**config.mk**
```make
export PLATFORM = sky130hd
export DESIGN_NAME = uart_tx_fifo
export DESIGN_NICKNAME = d
export VERILOG_FILES = /design/src/rtl/uart_tx_fifo.sv
export SDC_FILE = /design/constraint.sdc
export NUM_CORES = 1
export LEC_CHECK = 0
export CORE_MARGIN = 2
export CORE_UTILIZATION = 32
export CTS_CLUSTER_DIAMETER = 30
export DETAILED_ROUTE_END_ITERATION = 10
export SLEW_MARGIN = 20
export SYNTH_ARGS = -nofsm -noshare
export SYNTH_HDL_FRONTEND = slang
export SYNTH_SLANG_ARGS = --single-unit
```
**constraint.sdc**
```tcl
create_clock -name Clk -period 3.5 [get_ports Clk]
set_input_delay 1.05 -clock Clk [delete_from_list [all_inputs] [get_ports Clk]]
set_output_delay 1.05 -clock Clk [all_outputs]
set_load 0.01 [all_outputs]
```
**src/rtl/uart_tx_fifo.sv**
```systemverilog
// UART transmitter fed by a FIFO: programmable baud divisor, 5..DATA_W data bits,
// optional even/odd parity and one or two stop bits; frames are sent back-to-back.
module uart_tx_fifo #(
  parameter int unsigned DATA_W     = 9,
  parameter int unsigned FIFO_DEPTH = 16,
  parameter int unsigned BRR_W      = 16
) (
  input  logic                          Clk,
  input  logic                          Rst_n,
  input  logic                          En,
  input  logic [BRR_W-1:0]              Brr,
  input  logic [3:0]                    Nbits,
  input  logic [1:0]                    Parity,
  input  logic                          Stop2,
  input  logic [DATA_W-1:0]             S_tdata,
  input  logic                          S_tvalid,
  output logic                          S_tready,
  output logic                          Tx,
  output logic                          Busy,
  output logic                          Txe,
  output logic [$clog2(FIFO_DEPTH):0]   Level,
  output logic                          Tc
);

  localparam int unsigned AW = $clog2(FIFO_DEPTH);
  localparam int unsigned LW = AW + 1;

  typedef enum logic [2:0] {
    S_IDLE,
    S_START,
    S_DATA,
    S_PARITY,
    S_STOP
  } state_e;

  logic [DATA_W-1:0] mem [FIFO_DEPTH];
  logic [AW-1:0]     wr_ptr_q, wr_ptr_d;
  logic [AW-1:0]     rd_ptr_q, rd_ptr_d;
  logic [LW-1:0]     count_q, count_d;
  logic              push, pop;
  logic [DATA_W-1:0] head;

  state_e            state_q, state_d;
  logic              tx_q, tx_d;
  logic              busy_q, busy_d;
  logic              tc_q, tc_d;
  logic [BRR_W-1:0]  baud_q, baud_d;
  logic [BRR_W-1:0]  brr_q, brr_d;
  logic [3:0]        bit_q, bit_d;
  logic [3:0]        nbits_q, nbits_d;
  logic              par_en_q, par_en_d;
  logic              par_bit_q, par_bit_d;
  logic              stop2_q, stop2_d;
  logic [DATA_W-1:0] shift_q, shift_d;

  logic [3:0]        nb_eff;
  logic [BRR_W-1:0]  brr_m1;
  logic              head_par;
  logic              start;

  assign S_tready = (count_q != LW'(FIFO_DEPTH));
  assign Txe      = (count_q == '0);
  assign Level    = count_q;
  assign Tx       = tx_q;
  assign Busy     = busy_q;
  assign Tc       = tc_q;

  assign push = S_tvalid && S_tready;
  assign head = mem[rd_ptr_q];

  always_comb begin
    if (Nbits < 4'd5)               nb_eff = 4'd5;
    else if (Nbits > 4'(DATA_W))    nb_eff = 4'(DATA_W);
    else                            nb_eff = Nbits;
  end

  assign brr_m1 = (Brr < BRR_W'(2)) ? BRR_W'(1) : Brr - BRR_W'(1);

  // Parity covers only the bits actually sent, so it is taken on the clamped length.
  always_comb begin
    head_par = 1'b0;
    for (int unsigned i = 0; i < DATA_W; i++) begin
      if (4'(i) < nb_eff) head_par = head_par ^ head[i];
    end
  end

  always_comb begin
    state_d   = state_q;
    tx_d      = tx_q;
    busy_d    = busy_q;
    tc_d      = 1'b0;
    baud_d    = baud_q;
    brr_d     = brr_q;
    bit_d     = bit_q;
    nbits_d   = nbits_q;
    par_en_d  = par_en_q;
    par_bit_d = par_bit_q;
    stop2_d   = stop2_q;
    shift_d   = shift_q;
    start     = 1'b0;

    case (state_q)
      S_IDLE: begin
        if (En && !Txe) start = 1'b1;
      end
      S_START: begin
        if (baud_q == '0) begin
          state_d = S_DATA;
          tx_d    = shift_q[0];
          shift_d = shift_q >> 1;
          bit_d   = '0;
          baud_d  = brr_q;
        end else begin
          baud_d = baud_q - BRR_W'(1);
        end
      end
      S_DATA: begin
        if (baud_q == '0) begin
          baud_d = brr_q;
          if (bit_q == nbits_q - 4'd1) begin
            bit_d = '0;
            if (par_en_q) begin
              state_d = S_PARITY;
              tx_d    = par_bit_q;
            end else begin
              state_d = S_STOP;
              tx_d    = 1'b1;
            end
          end else begin
            bit_d   = bit_q + 4'd1;
            tx_d    = shift_q[0];
            shift_d = shift_q >> 1;
          end
        end else begin
          baud_d = baud_q - BRR_W'(1);
        end
      end
      S_PARITY: begin
        if (baud_q == '0) begin
          state_d = S_STOP;
          tx_d    = 1'b1;
          bit_d   = '0;
          baud_d  = brr_q;
        end else begin
          baud_d = baud_q - BRR_W'(1);
        end
      end
      S_STOP: begin
        if (baud_q == '0) begin
          if (stop2_q && (bit_q == '0)) begin
            bit_d  = 4'd1;
            baud_d = brr_q;
          end else begin
            tc_d = 1'b1;
            if (En && !Txe) begin
              start = 1'b1;
            end else begin
              state_d = S_IDLE;
              busy_d  = 1'b0;
              tx_d    = 1'b1;
            end
          end
        end else begin
          baud_d = baud_q - BRR_W'(1);
        end
      end
      default: begin
        state_d = S_IDLE;
        busy_d  = 1'b0;
        tx_d    = 1'b1;
      end
    endcase

    // Frame start is shared by IDLE and end-of-STOP so back-to-back frames need no gap.
    if (start) begin
      state_d   = S_START;
      tx_d      = 1'b0;
      busy_d    = 1'b1;
      baud_d    = brr_m1;
      brr_d     = brr_m1;
      nbits_d   = nb_eff;
      par_en_d  = (Parity == 2'b01) || (Parity == 2'b10);
      par_bit_d = head_par ^ (Parity == 2'b10);
      stop2_d   = Stop2;
      shift_d   = head;
    end
  end

  assign pop = start;

  always_comb begin
    wr_ptr_d = wr_ptr_q;
    rd_ptr_d = rd_ptr_q;
    count_d  = count_q;
    if (push) wr_ptr_d = wr_ptr_q + AW'(1);
    if (pop)  rd_ptr_d = rd_ptr_q + AW'(1);
    case ({push, pop})
      2'b10:   count_d = count_q + LW'(1);
      2'b01:   count_d = count_q - LW'(1);
      default: count_d = count_q;
    endcase
  end

  always_ff @(posedge Clk) begin
    if (push) mem[wr_ptr_q] <= S_tdata;
  end

  always_ff @(posedge Clk or negedge Rst_n) begin
    if (!Rst_n) begin
      wr_ptr_q  <= '0;
      rd_ptr_q  <= '0;
      count_q   <= '0;
      state_q   <= S_IDLE;
      tx_q      <= 1'b1;
      busy_q    <= 1'b0;
      tc_q      <= 1'b0;
      baud_q    <= '0;
      brr_q     <= '0;
      bit_q     <= '0;
      nbits_q   <= 4'd5;
      par_en_q  <= 1'b0;
      par_bit_q <= 1'b0;
      stop2_q   <= 1'b0;
      shift_q   <= '0;
    end else begin
      wr_ptr_q  <= wr_ptr_d;
      rd_ptr_q  <= rd_ptr_d;
      count_q   <= count_d;
      state_q   <= state_d;
      tx_q      <= tx_d;
      busy_q    <= busy_d;
      tc_q      <= tc_d;
      baud_q    <= baud_d;
      brr_q     <= brr_d;
      bit_q     <= bit_d;
      nbits_q   <= nbits_d;
      par_en_q  <= par_en_d;
      par_bit_q <= par_bit_d;
      stop2_q   <= stop2_d;
      shift_q   <= shift_d;
    end
  end

endmodule

```
==> summary.txt, run 1 <==
Outcome
  • Run status: finished, final reports clean

Timing
  • RSZ-0062 raised after global routing: false
  • Final Setup Violations: 0
  • Max Clock Freq: 0.310 GHz
  • Crit share post-route: 92.1%
  • Slew @ Worst Pin: 827 ps
  • Fin. Hold Viols: 0
  • Skew final: 26.8 ps
  • Max-slew headroom: 44.5%
  • Min Tclk post-route: 3220 ps
  • Max-slew violations: 0

CTS
  • PostCTS Resize Cnt: 0
  • Setup bufs post-CTS: 0
  • Cts hold-fix bufs: 0
  • CTS tree: yes
  • Clock Path Buffers: 3
  • H-tree levels: 2
  • Later-pin clock latency in the skew report: 530 ps
  • Total CTS buffers: 42
  • Clock sink count: 215
  • Reg clk slew, reported paths: 40 ps
  • Root buffer cell: clkbuf_16

Layout
  • Share of cells above drive strength 1: 16.2%
  • Multi-input gate area: 0.00340 sq mm
  • Antenna Cells: 0
  • Fillers: 2891
  • Design area: 0.0123 sq mm
  • Area grow syn2layout: 25.3%
  • End-of-flow core utilization: 40.4%
  • Nets: 912
  • Register Area: 0.00611 sq mm

Route
  • Remaining DRCs: 0
  • Post-Route WL: 21200 um
  • Final ANT Viol Nets: 0
  • Avg Vias per Cell: 4.91
  • Iter 0 DRT Violations: 392
  • Drt first pass iters: 5
  • Wirelength per Cell: 16.4 um
  • Via count: 6324

Floorplan
  • I/O pin total: 46
  • Die area: 0.0321 sq mm
  • Initial Utilization: 32.3%
  • Core area: 0.0304 sq mm
  • Chip height: 179 um
  • # rows: 64
  • Die width: 179 um

Yosys
  • Mapped cell area: 0.00981 sq mm
  • Yosys top cell area share: 44.1%
  • Ys flop type: edfxtp_1
  • Sequential area share after synthesis: 62.2%
  • Synth Instances: 760
  • Synth async-reset ratio: 33.0%
  • Most frequent cell after synthesis: edfxtp_1
  • Synth Area per Inst: 12.9 sq um
  • Area contributors post-synth: edfxtp_1, dfrtp_1, mux2i_1
  • Number of synthesized register bits: 215
  • Post-Syn Nets: 812
  • Post-synth top cells: edfxtp_1, nand2_1, dfrtp_1
  • Synth Warn #: 0
  • Post-synth EDFFs: 144
  • Synth unique cells: 62
  • Cell taking the most area after synthesis: edfxtp_1

GRT
  • Total grt overflow: 0
  • Met1 Resource Use GR: 18.5%
  • Vias in the first global route: 6227
  • Global route hottest layer: met2
  • Global-route wire length before repair: 33500 um
  • Largest net degree at the start of global routing: 54
  • Initial antenna violation count: 0
  • Met3 global-route usage: 2.78%
  • Met2 usage: 21.2%
  • Total track usage: 13.4%

Power and ir drop
  • Sw Share: 30.3%
  • P_int: 7.08 mW
  • Flop pwr share: 36.4%
  • Leakage: 4.71 nW
  • Combinational share of power: 26.9%
  • PD cells: 826 mW/mm^2
  • Clk pwr share: 36.7%
  • Worst vdd ir: 0.402 mV
  • Net Sw Power: 3.08 mW

Hold path
  • Worst Hold Class: reg2reg
  • Hold depth: 2

Run
  • Max Cap Viol: 0

Setup path
  • Nature of the critical path endpoint: flop
  • Crit start category: flop
  • Worst R2R Path Depth: 14
  • CP arrival: 3610 ps
  • Worst Setup Path Type: reg2reg
  • Worst EP required: 3890 ps
  • CP Max Fanout: 4

Placement
  • RePlAce Congestion: 0.806
  • Hpwl dp: 14300 um
  • IO Port Bufs: 45
  • Placed cell areas: 0.0109 sq mm
kinds of logic (layout without fill, tap and decap cells):
| kind of cell | count (synthesis) | after routing | share of synthesized area [%] |
|---|---|---|---|
| muxes | 66 | 66 | 9.05 |
| xor gates and xnor gates | 37 | 37 | 3.58 |
| AOI/OAI and AO/OA | 152 | 152 | 10.1 |
| buffers and inverters | 64 | 197 | 3.11 |
| adders and majority gates | 16 | 16 | 2.12 |
| DFF | 215 | 215 | 62.2 |
| and+or+nand+nor | 210 | 210 | 9.88 |
per-layer routing:
metal  vias to the layer above  wire (um)
li1                       3056          -
met1                      3094      10000
met2                       134       9760
met3                        40       1000
met4                         0        412
met5                         -          0
flip-flops by register name, indices dropped and copies added (netlist names):
| name | cells |
|---|---|
| mem | 144 |
| baud_q | 16 |
| wr_ptr_q | 4 |
| shift_q | 9 |
| rd_ptr_q | 4 |
| par_en_q | 1 |
| stop2_q | 1 |
| Level | 5 |
| Tx | 1 |
| par_bit_q | 1 |
| Busy | 1 |
| brr_q | 16 |
| state_q | 3 |
| nbits_q | 4 |
| Tc | 1 |
| bit_q | 4 |
placed cells by master (no fill, tap or decap), types with 4 or more instances in the layout:
master / Yosys / final
clkdlybuf4s50_1: 0 / 44
or4_1: 5 / 5
nand2b_1: 6 / 6
mux4_2: 18 / 18
clkinv_1: 1 / 5
nand2_1: 78 / 78
nor4_1: 8 / 8
o22ai_1: 6 / 6
a22oi_1: 12 / 12
clkbuf_8: 0 / 6
clkinv_2: 0 / 6
buf_4: 4 / 50
mux2i_1: 46 / 46
o21ai_0: 40 / 40
dfrtp_1: 68 / 67
o31ai_1: 4 / 4
xor2_1: 13 / 13
a21o_1: 8 / 8
edfxtp_1: 144 / 144
a21oi_1: 26 / 26
nor3_1: 17 / 17
o21ai_1: 11 / 11
nand3_1: 9 / 9
clkbuf_1: 18 / 8
o221ai_1: 4 / 4
or3_1: 4 / 4
xnor2_1: 22 / 22
o41ai_1: 4 / 4
inv_1: 23 / 23
nor2_1: 61 / 61
a221oi_1: 16 / 16
ha_1: 15 / 15
clkbuf_16: 0 / 42
area by class of cell:
| class | count | share of cell area (%) |
|---|---|---|
| Sequential cell | 215 | 49.7 |
| Timing Repair Buffer | 95 | 6.79 |
| Tap cell | 396 | 4.03 |
| Multi-Input combinational cell | 481 | 27.7 |
| Clock buffer | 56 | 9.46 |
| Clock inverter | 21 | 1.59 |
| Inverter | 25 | 0.803 |
metrics by stage:
step	setup WS, ps	hold slack (ps)	TNS (ps)	power (mW)	std cells
6_report	278	473	0	10.2	1289
5_1_grt	31.2	488	0	10.7	1289
4_1_cts	233	475	0	10.3	1289
3_5_place_dp	-17.1	455	-33.7	6.46	1212
3_3_place_gp	-0.243	457	-0.243	6.44	1212
2_1_floorplan	95.9	438	0	5.65	760
final timing paths:
kind | end | startpoint | slack [ps]
min in group asynchronous | Busy | Rst_n | 590
max in group asynchronous | brr_q[11] | Rst_n | 2280
hold reg to reg | stop2_q | stop2_q | 470
hold / removal | stop2_q | stop2_q | 470
setup reg to reg | Level[4] | baud_q[11] | 280
setup / recovery | Level[4] | baud_q[11] | 280
power by group through the flow:
| stage | combinational [mW] | clock [mW] | sequential, mW |
|---|---|---|---|
| 2_1_floorplan | 2.08 | 0 | 3.57 |
| 3_3_place_gp | 2.72 | 0 | 3.72 |
| 3_5_place_dp | 2.73 | 0 | 3.73 |
| 4_1_cts | 2.76 | 3.81 | 3.70 |
| 5_1_grt | 3.01 | 3.94 | 3.76 |
| 6_report | 2.73 | 3.73 | 3.69 |
critical path, stage by stage, from the launching register on:
cell	delay [ps]
dfrtp_1	400
or2_1	270
or4_1	470
or3_1	420
a21bo_1	260
clkinv_4	60
ha_1	180
inv_1	80
fa_1	390
inv_1	70
a21o_1	100
a21oi_1	70
xnor2_1	130
nor2_1	60
xor2_1	140
No activity file was read; power rests on OpenSTA's default activity.
==> run 2: changes to the inputs <==
Settings changed: DONT_BUFFER_PORTS from default to 1.
==> run 2 against run 1 <==
Sequential power up 1%. Setup slack worse by 7.3 ps. Sequential share of layout area up 1.3 points. Highest routed layer unchanged.
==> summary.txt, run 2 (synthesis gave the netlist of run 1 again) <==
Route
  • Wirelength per Cell: 17.5 um (+6.5%)
  • Iter 0 DRT Violations: 396 (+1.0%)
  • Remaining DRCs: 0 (unchanged)
  • Avg Vias per Cell: 4.96 (+1.1%)
  • Post-Route WL: 21700 um (+2.4%)
  • Drt first pass iters: 4 (-1)
  • Via count: 6152 (-2.7%)
  • Final ANT Viol Nets: 0 (unchanged)

Setup path
  • Critical path depth in cells: 14 (unchanged)
  • Top cell family by delay on the critical path: simple AND/OR/NAND/NOR gates
  • Worst R2R Path Depth: 14 (unchanged)
  • CP Max Fanout: 4 (unchanged)
  • Nature of the critical path endpoint: flop
  • Slowest library cell on the worst path: or4_1
  • CP bufs+invs: 3 (unchanged)
  • Worst Setup Path Type: reg2reg
  • Worst-path cell chain: or2_1 > or4_1 > or3_4 > a21bo_1 > clkinv_4 > ha_1 > inv_1 > fa_1 > inv_1 > a21o_1 > a21oi_1 > xnor2_1 > nor2_1 > xor2_1
  • Critical Path Most Common Cell: inv_1
  • Crit start category: flop
  • CP max stage delay: 470 ps (about the same)
  • Worst EP required: 3900 ps (about the same)
  • CP arrival: 3630 ps (+20 ps)

Layout
  • Commonest non-fill, non-tap cell in the layout: edfxtp_1
  • Commonest non-fill, non-tap cells in the layout: edfxtp_1, nand2_1, dfrtp_1
  • Largest Register: mem
  • Design area: 0.0120 sq mm (-2.5%)
  • Fillers: 2820 (-2.5%)
  • Largest regs: mem x144, baud_q x16, brr_q x16
  • Antenna Cells: 0 (unchanged)
  • Share of cells above drive strength 1: 17.4% (+1.2 points)
  • Max reg flops: 144 (unchanged)
  • Nets: 861 (-5.6%)
  • Area grow syn2layout: 22.2%

Floorplan
  • Die area: 0.0321 sq mm (unchanged)
  • I/O pin total: 46 (unchanged)
  • Initial Utilization: 32.3% (unchanged)
  • # rows: 64 (unchanged)
  • Core area: 0.0304 sq mm (unchanged)
  • Die width: 179 um (unchanged)
  • Chip height: 179 um (unchanged)

Power and ir drop
  • Leakage: 4.58 nW (-2.9%)
  • PD cells: 880 mW/mm^2 (+6.5%)
  • Worst vdd ir: 0.414 mV (+3.1%)

Outcome
  • Run status: finished, final reports clean

GRT
  • Total track usage: 13.9% (+0.52 points)
  • Vias in the first global route: 6269 (+0.67%)
  • Largest net degree at the start of global routing: 72 (+33%)
  • Initial antenna violation count: 0 (unchanged)
  • Total grt overflow: 0 (unchanged)
  • Global-route wire length before repair: 34600 um (+3.0%)

Timing
  • RSZ-0062 raised after global routing: false
  • Min Tclk post-route: 3230 ps (+7.30 ps)
  • Final Setup Violations: 0 (unchanged)
  • Setup tns final: 0 ps (unchanged)
  • Max Clock Freq: 0.310 GHz (-0.23%)
  • Crit share post-route: 92.3% (+0.21 points)
  • Max-slew violations: 0 (unchanged)
  • Skew final: 26.7 ps (-0.111 ps)
  • Slew @ Worst Pin: 763 ps (-63.7 ps)
  • Max-slew headroom: 48.7% (+4.1 points)
  • Fin. Hold Viols: 0 (unchanged)

CTS
  • Setup bufs post-CTS: 0 (unchanged)
  • Root buffer cell: clkbuf_16
  • Total CTS buffers: 46 (+9.5%)
  • Later-pin clock latency in the skew report: 540 ps (about the same)
  • CTS tree: yes
  • Clock Path Buffers: 3 (unchanged)
  • Reg clk slew, reported paths: 40 ps (about the same)
  • Clock sink count: 215 (unchanged)
  • H-tree levels: 2 (unchanged)

Placement
  • Placed cell areas: 0.0104 sq mm (-4.9%)
  • IO Port Bufs: 0 (-100%)
  • Hpwl dp: 14500 um (+1.6%)
  • RePlAce Congestion: 0.774 (-4.0%)

Hold path
  • Worst Hold Class: in2async

Run
  • Max Cap Viol: 0 (unchanged)
run 2: cell types whose count changed in the layout (fill, tap and decap cells not counted), moves of 2 or more:
cell,change
clkbuf_16,+4
clkbuf_8,-3
clkdlybuf4s50_1,-44
clkbuf_1,-5
inv_8,+2
clkinvlp_4,+6
clkinv_2,-3
bufinv_16,+4
clkinv_4,+2
buf_4,-10
run 2: routing by layer:
metal | vias up | GRT usage [%] | share of wire, %
li1 | 2960 | - | -
met4 | 0 | 4.44 | 1.2
met1 | 3034 | 18.3 | 46
met3 | 23 | 3.56 | 5.6
met5 | - | 0 | 0
met2 | 135 | 22.5 | 47
run 2: metrics by stage:
step                setup WS (ps)  hold WS [ps]  std cells  utilization (%)  total power [mW]
finish                        271           224       1240             39.4              10.6
detailed placement            211           463       1157             34.2              6.30
floorplan                    95.9           438        760                -              5.65
CTS                           217           177       1240             39.4              10.7
global placement              282           459       1157             34.2              6.23
global route                 37.4           178       1240             39.4              11.1
run 2: final timing paths:
| kind | startpoint | endpoint | slack [ps] |
|---|---|---|---|
| max | baud_q[11] | Level[4] | 270 |
| max reg2reg | baud_q[11] | Level[4] | 270 |
| min reg2reg | brr_q[12] | brr_q[12] | 470 |
| min | Rst_n | Busy | 220 |
| min in group Clk | brr_q[12] | brr_q[12] | 470 |
| max in group asynchronous | Rst_n | nbits_q[0] | 3050 |
run 2: layout make-up:
class | count | area, sq um | share of cell area, %
multi-input combinational | 481 | 3410 | 28.4
timing repair buffer | 40 | 300 | 2.50
clock buffer | 52 | 1200 | 10.0
inverter | 25 | 98.8 | 0.824
sequential | 215 | 6110 | 50.9
clock inverter | 31 | 382 | 3.18
tap | 396 | 495 | 4.13
run 2: report_power, final:
group	internal, mW	switching [mW]	total [mW]
sequential	3.28	0.466	3.74
combinational	1.27	1.22	2.49
clock	2.87	1.45	4.32
total	7.41	3.14	10.6
run 2: timing repair:
item	4_1_cts	5_1_grt
setup endpoints to repair	0	1
resized for setup	0	1
hold buffers	0	0
